===== config.mk =====
export PLATFORM = sky130hd
export DESIGN_NAME = prbs_lfsr
export DESIGN_NICKNAME = d
export VERILOG_FILES = /design/src/rtl/prbs_pkg.sv /design/src/rtl/prbs_lfsr.sv
export SDC_FILE = /design/constraint.sdc
export NUM_CORES = 1
export LEC_CHECK = 0
export ABC_AREA = 1
export CAP_MARGIN = 0
export CORE_AREA = 2 2 39 41
export DETAILED_ROUTE_END_ITERATION = 16
export DIE_AREA = 0 0 41 43
export PLACE_DENSITY = 0.68
export SKIP_CTS_REPAIR_TIMING = 1
export SKIP_LAST_GASP = 1
export SLEW_MARGIN = 20
export SYNTH_ARGS = -nofsm -noshare
export SYNTH_HDL_FRONTEND = slang
export SYNTH_SLANG_ARGS = --single-unit

===== constraint.sdc =====
create_clock -name clk_i -period 2.9 [get_ports clk_i]
set_clock_uncertainty 0.15 [all_clocks]
set_input_delay 0.58 -clock clk_i [delete_from_list [all_inputs] [get_ports clk_i]]
set_output_delay 0.58 -clock clk_i [all_outputs]
set_load 0.02 [all_outputs]

===== src/rtl/prbs_pkg.sv =====
// PRBS9 polynomial constants and receiver FSM state encoding, shared by the
// modulator-side source and the receive-side BER checker.
package prbs_pkg;
  localparam int PRBS_LEN   = 9;
  localparam int PRBS_TAP_A = 8;  // x^9 term
  localparam int PRBS_TAP_B = 4;  // x^5 term

  typedef enum logic [1:0] {
    ST_SEED   = 2'd0,
    ST_CHECK  = 2'd1,
    ST_SYNCED = 2'd2
  } state_t;
endpackage


===== src/rtl/prbs_lfsr.sv =====
// Shift-left PRBS LFSR; new bit is either an external bit (seeding) or its own feedback.
// pred_o/next_o are combinational from the current state; state advances one step per shift_i.
module prbs_lfsr
  import prbs_pkg::*;
#(
  parameter int NBITS = PRBS_LEN
) (
  input  logic             clk_i,
  input  logic             rst_i,
  input  logic             shift_i,
  input  logic             load_sel_i,
  input  logic             load_bit_i,
  output logic             pred_o,
  output logic [NBITS-1:0] next_o
);
  logic [NBITS-1:0] lfsr_q;
  logic [NBITS-1:0] lfsr_d;
  logic             in_bit;

  assign pred_o = lfsr_q[PRBS_TAP_A] ^ lfsr_q[PRBS_TAP_B];
  assign in_bit = load_sel_i ? load_bit_i : pred_o;
  assign lfsr_d = {lfsr_q[NBITS-2:0], in_bit};
  assign next_o = lfsr_d;

  always_ff @(posedge clk_i) begin
    if (rst_i) begin
      lfsr_q <= '0;
    end else if (shift_i) begin
      lfsr_q <= lfsr_d;
    end
  end
endmodule


==> run_results.csv <==
group,metric,value,unit
power_and_ir_drop,power,276,uW
clocking,htree_levels,1,
clocking,clock_sinks,9,
sta,slew_viol_final,0,
final_layout,top_regs,"lfsr_q x9",
critical_path,critPathLaunchType,"primary input",
synthesis,synth_edf_count,0,
clocking,root_buffer,"clkbuf_4",
final_layout,top_register,"lfsr_q",
critical_path,crit_arrival,1800,ps
power_and_ir_drop,ir_worst_vdd,0.164,mV
sta,slew_headroom,71.0,%
synthesis,netlist_area,442,um^2
grt,grt_max_degree,11,
synthesis,syn_nets,61,
placement,dp_hpwl,510,um
critical_path,required,2170,ps
grt,grt_pass1_wl,1100,um
routing,via_per_inst,4.42,
grt,grt_pass1_vias,279,
die,die_x,41,um
synthesis,synth_flop_cell,"dfxtp_1",
grt,grt_usage,9.86,%
power_and_ir_drop,swShare,25.6,%
critical_path,reg2reg_slack,1890,ps
power_and_ir_drop,power.switching,70.9,uW
synthesis,yosysTopAreaCell,"dfxtp_1",
die,dieArea,1760,um^2
critical_path,endpoint_kind,"output pin",
critical_path,rr_startpoint,"lfsr_q[4]",
die,start_util,31.9,%
clocking,cts_inserted_buffers,3,
critical_path,cp_max_fo,2,
final_layout,syn_to_final_growth,23.2,%
routing,vias,349,
die,row_count,14,
sta,rsz0062_at_grt,"no",
critical_path,critical_path.endpoint,"next_o[0]",
power_and_ir_drop,leakage,0.000218,uW
sta,fin_crit_sh,87.3,%
final_layout,nFillCells,148,
power_and_ir_drop,clockPowerShare,34.1,%
routing,routed_wl,692,um
power_and_ir_drop,internal_power,205,uW
clocking,cts_max_path_buffers,2,
power_and_ir_drop,seqPwrFrac,48.1,%
power_and_ir_drop,comb_power_share,17.8,%
worst_hold_path,hold_class,"flip-flop to flip-flop",
routing,remaining_drc_errors,0,
clocking,clkLatencyLatePin,260,ps
synthesis,async_flop_share,0,%
synthesis,ys_seq_area_share,40.8,%
routing,drtAntennaViolNets,0,
placement,gp_congestion,0.694,
run_status,status,"complete, no violations",
final_layout,largest_register_ffs,9,
grt,antenna_found_initial,0,
final_layout,final_nets,69,
critical_path,crit_start,"load_sel_i",
final_layout,drive_gt1_share,11.1,%
die,ios,15,
sta,setup_viol,0,
synthesis,yosys_warnings,0,
routing,routedWlPerCell,8.76,um
sta,worst_pin_slew,434,ps
placement,numPortBuffers,14,
critical_path,r2r_cells,6,
synthesis,synth.most_common_cell,"nand2_1",
synthesis,synth_top_area_share,40.8,%
sta,clock.fmax,395,MHz
clocking,path_clk_slew,60,ps
sta,hold_viol,0,
power_and_ir_drop,p_per_area,508,nW/um^2
grt,grt_overflow,0,
critical_path,r2r-end,"lfsr_q[0]",
die,core,1380,um^2
synthesis,syn_area_per_cell,7.89,um^2
synthesis,synth_common_cells,"14 x nand2_1, 9 x buf_4, 9 x dfxtp_1",
synthesis,netlist_instances,56,
routing,drtIter0Drc,1,
clocking,cts_tree,"built",
synthesis,yosys-top-cells-area,"dfxtp_1 41%, buf_4 15%, nand2_1 12%",
final_layout,insertedDiodeCount,0,
sta,fin_setup_tns,0,ps
flow_run,cap_violations,0,
sta,finalWorstPathRequiredPeriod,2530,ps
critical_path,worstSetupPathType,"primary input to output pin",
die,die_h,43,um
routing,dr.pass1.iters,4,
synthesis,synth_seq_cells,9,
synthesis,ys_types,13,
[placed cells by master, fill, tap and decap left out]
cell	count
dfxtp_1	9
inv_1	6
inv_6	1
clkbuf_1	1
a21oi_2	1
nand3_1	2
clkdlybuf4s50_1	14
a211oi_1	2
nor2_1	4
a211oi_2	2
nand2_1	14
a21oi_1	4
clkbuf_4	3
[power groups by stage]
stage,Clock (uW),Sequential (uW),Combinational [uW]
6_report,94.2,133,49.2
5_1_grt,106,133,54.2
4_1_cts,100,133,50.0
3_5_place_dp,0,136,49.8
3_3_place_gp,0,136,49.4
2_1_floorplan,0,135,38.2
[through the flow]
stage	cell area (um^2)	cells	hold slack [ps]	worst slack, ps	utilization [%]
global route	544	79	353	305	39.3
CTS	544	79	337	354	39.3
floorplan	442	56	302	1300	-
global placement	518	75	321	389	37.4
finish	544	79	333	369	39.3
detailed placement	518	75	328	359	37.4
[worst max-delay path, stage by stage]
cell	delay, ps
clkdlybuf4s50_1	420
inv_1	60
nand3_1	80
nand2_1	70
clkdlybuf4s50_1	590
[layout make-up]
class	count	area, um^2	area share [%]
clock buffers	4	26.3	4.83
inverters	7	31.3	5.75
multi-input cells	29	146	26.9
flip-flops and latches	9	180	33.1
well taps	16	20.0	3.68
repair buffers	14	140	25.7
[how the worst min path moves through the flow]
stage / start / end / depth (start not counted)
5_1_grt: lfsr_q[6] / lfsr_q[7] / 2
6_report: lfsr_q[2] / lfsr_q[3] / 2
3_5_place_dp: lfsr_q[2] / lfsr_q[2] / 2
3_3_place_gp: lfsr_q[7] / lfsr_q[7] / 2
4_1_cts: lfsr_q[7] / lfsr_q[7] / 2
2_1_floorplan: lfsr_q[2] / lfsr_q[2] / 2
[kinds of logic (layout without fill, tap and decap cells)]
logic type	Yosys count	in the layout	share of synthesized area (%)
and+or+nand+nor	20	20	17.6
DFF	9	9	40.8
AOI/OAI and AO/OA	9	9	15.6
buffers and inverters	18	25	26.1
[routing by layer]
metal  wire [um]  up-vias  track usage (%)
li1            -      184                -
met2         299       12             12.2
met5           0        -                0
met3          42        2             4.71
met4          14        0             10.0
met1         335      151             11.3
(Power assumes the default switching activity.)
==> variant (same settings) <==
Add an input register stage for `shift_i`, `load_sel_i` and `load_bit_i`, with the module's reset; this delays them by one clock. Comments in the files are not updated.
--- a/src/rtl/prbs_lfsr.sv
+++ b/src/rtl/prbs_lfsr.sv
@@ -14,4 +14,21 @@
   output logic [NBITS-1:0] next_o
 );
+
+  logic shift_q;
+  logic load_sel_q;
+  logic load_bit_q;
+
+  always_ff @(posedge clk_i) begin
+    if (rst_i) begin
+      shift_q    <= '0;
+      load_sel_q <= '0;
+      load_bit_q <= '0;
+    end else begin
+      shift_q    <= shift_i;
+      load_sel_q <= load_sel_i;
+      load_bit_q <= load_bit_i;
+    end
+  end
+
   logic [NBITS-1:0] lfsr_q;
   logic [NBITS-1:0] lfsr_d;
@@ -19,5 +36,5 @@
 
   assign pred_o = lfsr_q[PRBS_TAP_A] ^ lfsr_q[PRBS_TAP_B];
-  assign in_bit = load_sel_i ? load_bit_i : pred_o;
+  assign in_bit = load_sel_q ? load_bit_q : pred_o;
   assign lfsr_d = {lfsr_q[NBITS-2:0], in_bit};
   assign next_o = lfsr_d;
@@ -26,5 +43,5 @@
     if (rst_i) begin
       lfsr_q <= '0;
-    end else if (shift_i) begin
+    end else if (shift_q) begin
       lfsr_q <= lfsr_d;
     end
Check against the original RTL: not equivalent (a bounded check fails within 4 cycles, from zero or initial values and one cycle with rst_i high).
==> variant against the original RTL <==
Worst setup slack improved by 0.28 ns; total power grew 29%; die area is the same; synthesized cell count is 16% higher; synthesized area is 19% higher; routed wire length grew 15%; sequential power rose by 34%; sequential share of layout area rose by 4.8 points; sequential cell count rose by 3; final cell count up 11%; via count increased by 8.3%; final area grew 16%; largest power group unchanged.
==> variant: results (changes against the original RTL) <==
The run finished with clean final reports. The later pin in the worst-skew pair is clocked with a latency of 0.27 ns. The routing usage on met1 came out at 0.140 (+0.0263). The reg2reg setup slack is 1.77 ns (-0.12 ns), and the net switching power of the design is 0.0839 mW (+18%). The layout filler cell count came out at 152 (+2.7%). Destination of the worst hold path: lfsr_q[7]. The largest driver fanout on the critical path came out at 3 (+1). The logs give 0.456 (+0.0481) for the share of the yosys chip area belonging to registers and 0 (unchanged) for the number of antenna violations at the first check in global routing. The run gives 70 (+15%) as the synthesized netlist net count. Broken down by cell family, the worst path's largest delay share belongs to buffers and inverters. In this run the critical register-to-register path is launched from shift_q.

The global routing usage summed across all routing layers was 0.112 (+0.0132). The amount of wire on met2 after detailed routing is 373 µm (+25%), and the met3 routed wirelength is 31 µm (-26%). HPWL after detailed placement: 594 µm (+16%). The average via count per standard cell is 4.30 (-2.8%).

Counting instances in the post-synthesis netlist gives the leading cell types as 14 x sky130_fd_sc_hd__nand2_1, 12 x sky130_fd_sc_hd__dfxtp_1, 9 x sky130_fd_sc_hd__buf_4, 9 x sky130_fd_sc_hd__inv_1, 7 x sky130_fd_sc_hd__nor2_1. The startpoint of the tightest hold check path was lfsr_q[7]. The number of DRC violations after detailed-routing iteration 0 is 12 (+11), and the worst reg-to-reg path cell count is 4 (-2).

In the post-synthesis netlist, the biggest area contributors are sky130_fd_sc_hd__dfxtp_1 46%, sky130_fd_sc_hd__buf_4 13%, sky130_fd_sc_hd__nand2_1 10%, sky130_fd_sc_hd__inv_1 6.4%, sky130_fd_sc_hd__nor2_1 5.0%. The run gives 0.156 (+0.0344) as the global-route met2 utilization. The leakage component of the power is 0.265 nW (+22%), and the met3 track demand over resource is 0.0314 (-0.0157).

The measured slew at the worst slew-check pin was 0.455 ns (+0.0218 ns). The worst supply voltage drop on vdd was 0.268 mV (+63%); the via count of the first global-routing pass was 332 (+19%). For the total length of routed wires, the log shows 796 µm (+15%). The share of cells above drive strength 1 is 0.0972 (-0.0139). For the post-placement worst setup slack, the log shows 0.941 ns (+0.582 ns). The number of unique standard cell types used by synthesis was 11 (-2); the count of buffering cells on the critical path with inverters included was 2 (-1).

The first-pass GRT wire length was 1320 µm (+19%). The met1 routed wirelength after detailed routing was 382 µm (+14%); the arrival time of data at the critical path endpoint was 1.52 ns (-0.28 ns).
-- variant: cell type report --
type	instances	area [µm²]	share of cell area
sequential	12	240	0.379
clock buffer	4	36.3	0.0573
inverter	10	42.5	0.0672
timing repair buffer	14	140	0.221
tap	16	20.0	0.0316
multi-input combinational	32	154	0.243
-- variant: worst max path at each step --
stage,from,to,slack [ns],depth (start not counted)
6_report,lfsr_q[4],next_o[0],0.65,5
5_1_grt,lfsr_q[4],next_o[0],0.52,5
4_1_cts,lfsr_q[4],next_o[0],0.63,5
3_5_place_dp,lfsr_q[4],next_o[0],0.94,5
3_3_place_gp,lfsr_q[4],next_o[0],0.97,5
2_1_floorplan,lfsr_q[4],next_o[0],1.45,5
-- variant: tightest hold or removal path, stage by stage, from the launching register on --
cell,delay (ns)
sky130_fd_sc_hd__dfxtp_1,0.33
sky130_fd_sc_hd__nand2_1,0.06
sky130_fd_sc_hd__a21oi_1,0.05
-- variant: cell families after synthesis --
family	count (synthesis)	share of synthesized area
AND/OR/NAND/NOR	23	0.169
flip-flops	12	0.456
buffers and inverters	21	0.252
AO/OA/AOI/OAI	9	0.123
-- variant: per-stage QoR --
step           cell area, µm²  hold slack (ns)  utilization  power, mW  instances
4_1_cts                   633            0.338        0.458      0.363         88
5_1_grt                   633            0.355        0.458      0.376         88
3_5_place_dp              597            0.327        0.431      0.231         84
2_1_floorplan             527            0.300            -      0.218         65
3_3_place_gp              597            0.318        0.431      0.230         84
6_report                  633            0.333        0.458      0.356         88
-- variant: power by group through the flow --
stage          Sequential [mW]  Combinational (mW)  Clock [mW]
6_report                 0.178              0.0479       0.129
5_1_grt                  0.180              0.0526       0.143
4_1_cts                  0.178              0.0485       0.136
3_5_place_dp             0.182              0.0484           0
3_3_place_gp             0.182              0.0479           0
2_1_floorplan            0.179              0.0391           0
